--- config.mk ---
export PLATFORM = sky130hd
export DESIGN_NAME = jk_mod_counter
export DESIGN_NICKNAME = d
export VERILOG_FILES = /design/src/rtl/jk_mod_counter.sv
export SDC_FILE = /design/constraint.sdc
export NUM_CORES = 1
export LEC_CHECK = 0
export CAP_MARGIN = 20
export CORE_AREA = 2 2 39 41
export CTS_CLUSTER_SIZE = 25
export DETAILED_ROUTE_END_ITERATION = 10
export DIE_AREA = 0 0 41 43
export PLACE_DENSITY = 0.68
export REMOVE_ABC_BUFFERS = 1
export SYNTH_ARGS = -nofsm -noshare
export SYNTH_HDL_FRONTEND = slang
export SYNTH_SLANG_ARGS = --single-unit
--- constraint.sdc ---
create_clock -name clk -period 1.5 [get_ports clk]
set_input_delay 0.375 -clock clk [delete_from_list [all_inputs] [get_ports clk]]
set_output_delay 0.375 -clock clk [all_outputs]
set_load 0.02 [all_outputs]
--- src/rtl/jk_mod_counter.sv ---
// Up/down modulo-MODULUS counter built from per-bit JK flip-flops with
// synchronous load, wrap/saturate end behaviour and terminal-count/wrap outputs.
module jk_mod_counter #(
  parameter int unsigned WIDTH    = 4,
  parameter int unsigned MODULUS  = 10,
  parameter int unsigned SATURATE = 0
) (
  input  logic             clk,
  input  logic             res,
  input  logic             en,
  input  logic             up,
  input  logic             load,
  input  logic [WIDTH-1:0] din,
  output logic [WIDTH-1:0] q,
  output logic             tc,
  output logic             wrap
);

  localparam logic [WIDTH-1:0] MAX = WIDTH'(MODULUS - 1);
  localparam bit               SAT = (SATURATE != 0);

  logic [WIDTH-1:0] q_r;
  logic [WIDTH-1:0] n;
  logic [WIDTH-1:0] j;
  logic [WIDTH-1:0] k;
  logic             wrap_n;
  logic             wrap_r;
  logic             at_top;
  logic             at_bot;

  assign at_top = (q_r == MAX);
  assign at_bot = (q_r == '0);

  // Next count value: load beats enable beats hold
  always_comb begin
    n      = q_r;
    wrap_n = 1'b0;
    if (load) begin
      n = (din > MAX) ? MAX : din;
    end else if (en) begin
      if (up) begin
        if (!at_top) begin
          n = q_r + WIDTH'(1);
        end else if (!SAT) begin
          n      = '0;
          wrap_n = 1'b1;
        end
      end else begin
        if (!at_bot) begin
          n = q_r - WIDTH'(1);
        end else if (!SAT) begin
          n      = MAX;
          wrap_n = 1'b1;
        end
      end
    end
  end

  assign j = n;
  assign k = ~n;

  // One JK flip-flop per count bit
  for (genvar i = 0; i < int'(WIDTH); i++) begin : g_jk
    always_ff @(posedge clk or negedge res) begin
      if (!res) q_r[i] <= 1'b0;
      else      q_r[i] <= (j[i] & ~q_r[i]) | (~k[i] & q_r[i]);
    end
  end

  always_ff @(posedge clk or negedge res) begin
    if (!res) wrap_r <= 1'b0;
    else      wrap_r <= wrap_n;
  end

  assign q    = q_r;
  assign wrap = wrap_r;
  assign tc   = en & ~load & (up ? at_top : at_bot);

endmodule

After elaboration in Yosys (flattened, before gate mapping) --
Cells that the tools add are included.
Cells by class: reduce and logical (&&, ||, !) cells 1, equal/unequal tests 1, $lt $le $gt $ge 1, $mul 0, $add $sub $neg 2, multiplexer cells 12, shift operators 0, divide/modulo/power cells 0, bitwise operators 24
Operators by type and width (count):
- 4-bit 2-to-1 mux | 6
- 1-bit bitwise AND | 10
- 1-bit inverter | 9
- 1-bit 2-to-1 mux | 6
- 4-bit by 1-bit adder with 4-bit output (second input constant) | 1
- 4-bit equality test (second input constant) | 1
- 4-bit > comparator (second input constant) | 1
- 4-bit logical NOT | 1
- 4-bit inverter | 1
- 1-bit OR | 4
- 4-bit by 1-bit subtractor with 4-bit output (second input constant) | 1
Word-level totals: RAM bits 0, memories 0, input bits 9, latch bits 0, flip-flop bits (word level) 5, output and inout bits 6, bits in read-only memories 0

Longest topological paths before layout --
depth in word-level cells 9, mapped depth 6

Worst setup path before layout --
Ideal clock, no wire load.
path type reg-to-output, start point register q_r[0] (netlist: q[0]), end point output tc, cell stages (with the launch flop) 6, arrival time 1420 ps, path slack -295 ps, path buffers 0, cell sequence dfrtp_1 -> inv_1 -> ha_1 -> nand3b_1 -> a21oi_1 -> nor2b_1
On the way: word-level cells in the longest chain between the ends 3, elaborated cells on any way between the ends 4, those cells by class eq/ne: 1; mux: 1; bitwise: 1; reduce/logical: 1
RTL lines:
- start: declaration | RTL line 22 | logic [WIDTH-1:0] q_r;
- start signal: indexed assignment | RTL line 66 | else q_r[i] <= (j[i] & ~q_r[i]) | (~k[i] & q_r[i]);
- 4-bit equality test / 4-bit logical NOT (equally long branches) | RTL line 31, 32
- 1-bit 2-to-1 mux (*) | RTL line 77 | assign tc = en & ~load & (up ? at_top : at_bot);
- 1-bit bitwise AND (*) | RTL line 77
- end: declaration | RTL line 15 | output logic tc,
Every way passes the cells marked *; elsewhere a longest branch is shown, timed or not.

Worst setup path after layout --
start point register q_r[1] (netlist: q[1]), end point output tc
Same word-level chain as after synthesis.

==> results.txt <==
----------------------------------------------------
[Status]
  Run status ... complete, but fails checks
  Violated checks ... setup timing

[GRT]
  GR met2 Demand/Resource ... 29.7%
  Met1 Resource Use GR ... 18.1%
  Total gr overflow ... 0
  Vias in the first global route ... 520
  Fraction of met3 tracks used by global routing ... 1.57%
  Most used routing layer ... met2
  Pin count of the biggest net entering global routing ... 11
  First-pass GRT wire length ... 2.06 mm
  Antenna violations before repair ... 0
  Global-route total usage across every layer ... 17.4%

[Power and ir drop]
  Peak supply drop ... 221 µV
  Total Power ... 654 µW
  Areal power density over the cells ... 837 nW/µm²
  Static Leak ... 0.339 nW

[STA]
  Measured slew at the worst slew-check pin ... 0.368 ns
  Setup repair after global routing missed its margin ... true
  Final setup skew ... 0.00368 ns
  Worst hold-check slack ... 0.341 ns
  Maximum frequency from static timing analysis ... 0.560 GHz
  Final slew viol count ... 0
  Final WS setup ... -0.286 ns
  Final setup violating endpoints ... 2
  Post-route minimum period ... 1.79 ns
  Hold violation count in the final report ... 0
  Sum of negative setup slack ... -0.324 ns
  Worst slew margin relative to its limit ... 75.2%
  Period utilization ... 119%

[Clock network]
  Clock root buffer ... clkbuf_4
  TritonCTS clock tree ... done
  Clock-pin transition on the worst setup and hold timing paths ... 0.05 ns
  Sink count of the clock tree ... 5
  Maximum buffer depth of the clock tree ... 2
  Clock insertion delay at the later pin of the skew report ... 0.25 ns
  Number of buffers created by CTS ... 3
  # H-tree levels ... 1

[Synthesis]
  Number of unique standard cell types used by synthesis ... 29
  Avg Synthesized Cell Area ... 8.45 µm²
  Area leader, netlist ... dfrtp_1
  Synth area leaders ... dfrtp_1 28%, ha_1 8.4%, nor2b_1 7.0%, a31oi_1 5.6%, nand3b_1 5.0%
  Instance count of the mapped netlist ... 53
  Share of the synthesized area in the top cell type ... 27.9%
  Cell area after technology mapping ... 448 µm²
  Sequential share of the synthesized area ... 27.9%
  Synthesis Warnings ... 0
  Number of storage elements in the synthesis netlist ... 5

[Floorplanning]
  Row count ... 14
  Core box area ... 1380 µm²
  Die boundary height ... 43 µm
  Die footprint ... 1760 µm²
  Initial standard-cell utilization of the core ... 32.4%
  Horizontal die dimension ... 41 µm
  Count of pins on the block boundary ... 15

[Drt]
  Overall via count from detail_route ... 512
  Post-detailed-route count of antenna-violating nets ... 0
  Post-detailed-route via-to-cell ratio ... 5.12
  DRT iter0 DRCs ... 12
  Router iterations before antenna repair ... 4
  DRC errors left ... 0
  WL per Instance ... 13.8 µm
  WL final ... 1.38 mm

[Worst setup path]
  Sort of element at the start of the critical path ... register
  Worst-case register-to-register setup slack ... -0.04 ns
  Start-to-end type of the worst setup path ... register to output pin
  Beginning of the worst register-to-register path ... q[1]
  WP data arrival ... 1.41 ns
  Critical path's largest stage delay ... 0.38 ns
  Worst r2r path cells ... 7
  Endpoint kind of the worst setup timing path ... output pin
  End of the worst register-to-register path ... q[0]
  Critical path cell sequence ... inv_2, ha_4, nand3_2, a21oi_2, nor2b_4, buf_6
  Maximum fanout count along the critical path ... 3
  Required arrival time at the worst endpoint ... 1.12 ns
  Crit-path slowest cell ... dfrtp_1

[Placed design]
  Final HPWL from detailed placement ... 1.09 mm
  Placer Congestion ... 0.884
  Placed standard-cell area ... 699 µm²
  IO buf count ... 14

[Cells and area]
  Commonest cells after routing, fill and taps aside ... 15 x buf_4, 7 x clkdlybuf4s50_1, 4 x nor2b_1, 4 x a31oi_1, 4 x dfrtp_1
  Number of nets at the end of the flow ... 97
  Fillers ... 135
  Area Overhead vs Synth ... 74.6%
  Ant. Diodes ... 0
  Final non-filler cell area ... 782 µm²
  Most common library cell in the layout ignoring fill and taps ... buf_4
  Final cell utilization of the core ... 56.5%
  Layout cells sized above 1 ... 42.9%

[Run]
  Maxcap violations ... 0

[Hold path]
  Class of the tightest hold or removal check ... primary input to async pin

----------------------------------------------------
worst max-delay path, delay by kind of cell (launching register included):
kind / cells / cell delay [ns]
flops: 1 / 0.38
buf+inv: 2 / 0.23
simple gates: 2 / 0.23
fa+ha+maj: 1 / 0.16
compound gates: 1 / 0.16
layout make-up:
cell class	instances	area, µm²	share of cell area [%]
sequential	5	126	16.2
tap	16	20.0	2.56
clock buffer	4	26.3	3.36
inverter	4	15.0	1.92
timing repair buffer	30	246	31.5
multi-input combinational	41	348	44.5
per-layer routing:
metal	wire, µm	vias up	share of wire (%)
met5	0	-	0
met4	29	0	2.1
met3	59	4	4.3
met2	735	13	53
met1	557	236	40
li1	-	259	-
metrics by stage:
step | worst slack, ns | instances
floorplan | -0.309 | 50
global route | -0.336 | 100
global placement | -0.773 | 95
CTS | -0.299 | 101
finish | -0.286 | 100
detailed placement | -0.810 | 95
flip-flops by register name (all words and copies together), names as in the netlist:
signal,cells
q,4
wrap,1
what timing repair did:
action / in CTS / in global routing
endpoints found under the setup margin: 8 / 6
setup buffers: 2 / 0
hold buffers: 0 / 0
resized for setup: 24 / 12
pin swaps: 5 / 5
power breakdown:
part	internal (mW)	total [mW]	switching (mW)
Combinational	0.168	0.326	0.158
Sequential	0.152	0.168	0.0161
Clock	0.101	0.160	0.0589
Total	0.421	0.654	0.233
logic make-up after synthesis:
group	count (synthesis)	synth area share (%)
AND/OR/NAND/NOR	19	26.8
AO/OA/AOI/OAI	18	26.8
buffers and inverters	7	8.10
flip-flops	5	27.9
adder cells (fa/ha/maj)	3	8.38
XOR/XNOR	1	1.96
cell usage after synthesis:
cell type / count
dfrtp_1: 5
o311ai_0: 1
nand2_1: 1
xor2_1: 1
nor2b_1: 5
a221oi_1: 1
nand3b_1: 3
buf_6: 1
o22ai_1: 1
o31ai_1: 1
buf_2: 2
a221o_1: 1
a21oi_1: 2
and2b_1: 1
a22oi_1: 1
o21a_1: 1
nand3_1: 2
a31oi_1: 4
nor4_1: 1
inv_1: 4
and3b_1: 1
or3b_1: 1
o21ai_1: 1
o31a_1: 1
nor3_1: 1
o21ai_0: 3
nand2b_1: 2
ha_1: 3
nor2_1: 1
how the worst max path moves through the flow:
stage / from / depth (start not counted) / end / slack (ns)
floorplan: q[1] / 5 / tc / -0.31
global placement: up / 5 / tc / -0.77
detailed placement: up / 5 / tc / -0.81
CTS: q[0] / 6 / tc / -0.30
global route: q[1] / 6 / tc / -0.34
finish: q[1] / 6 / tc / -0.29
(Power assumes the default switching activity.)
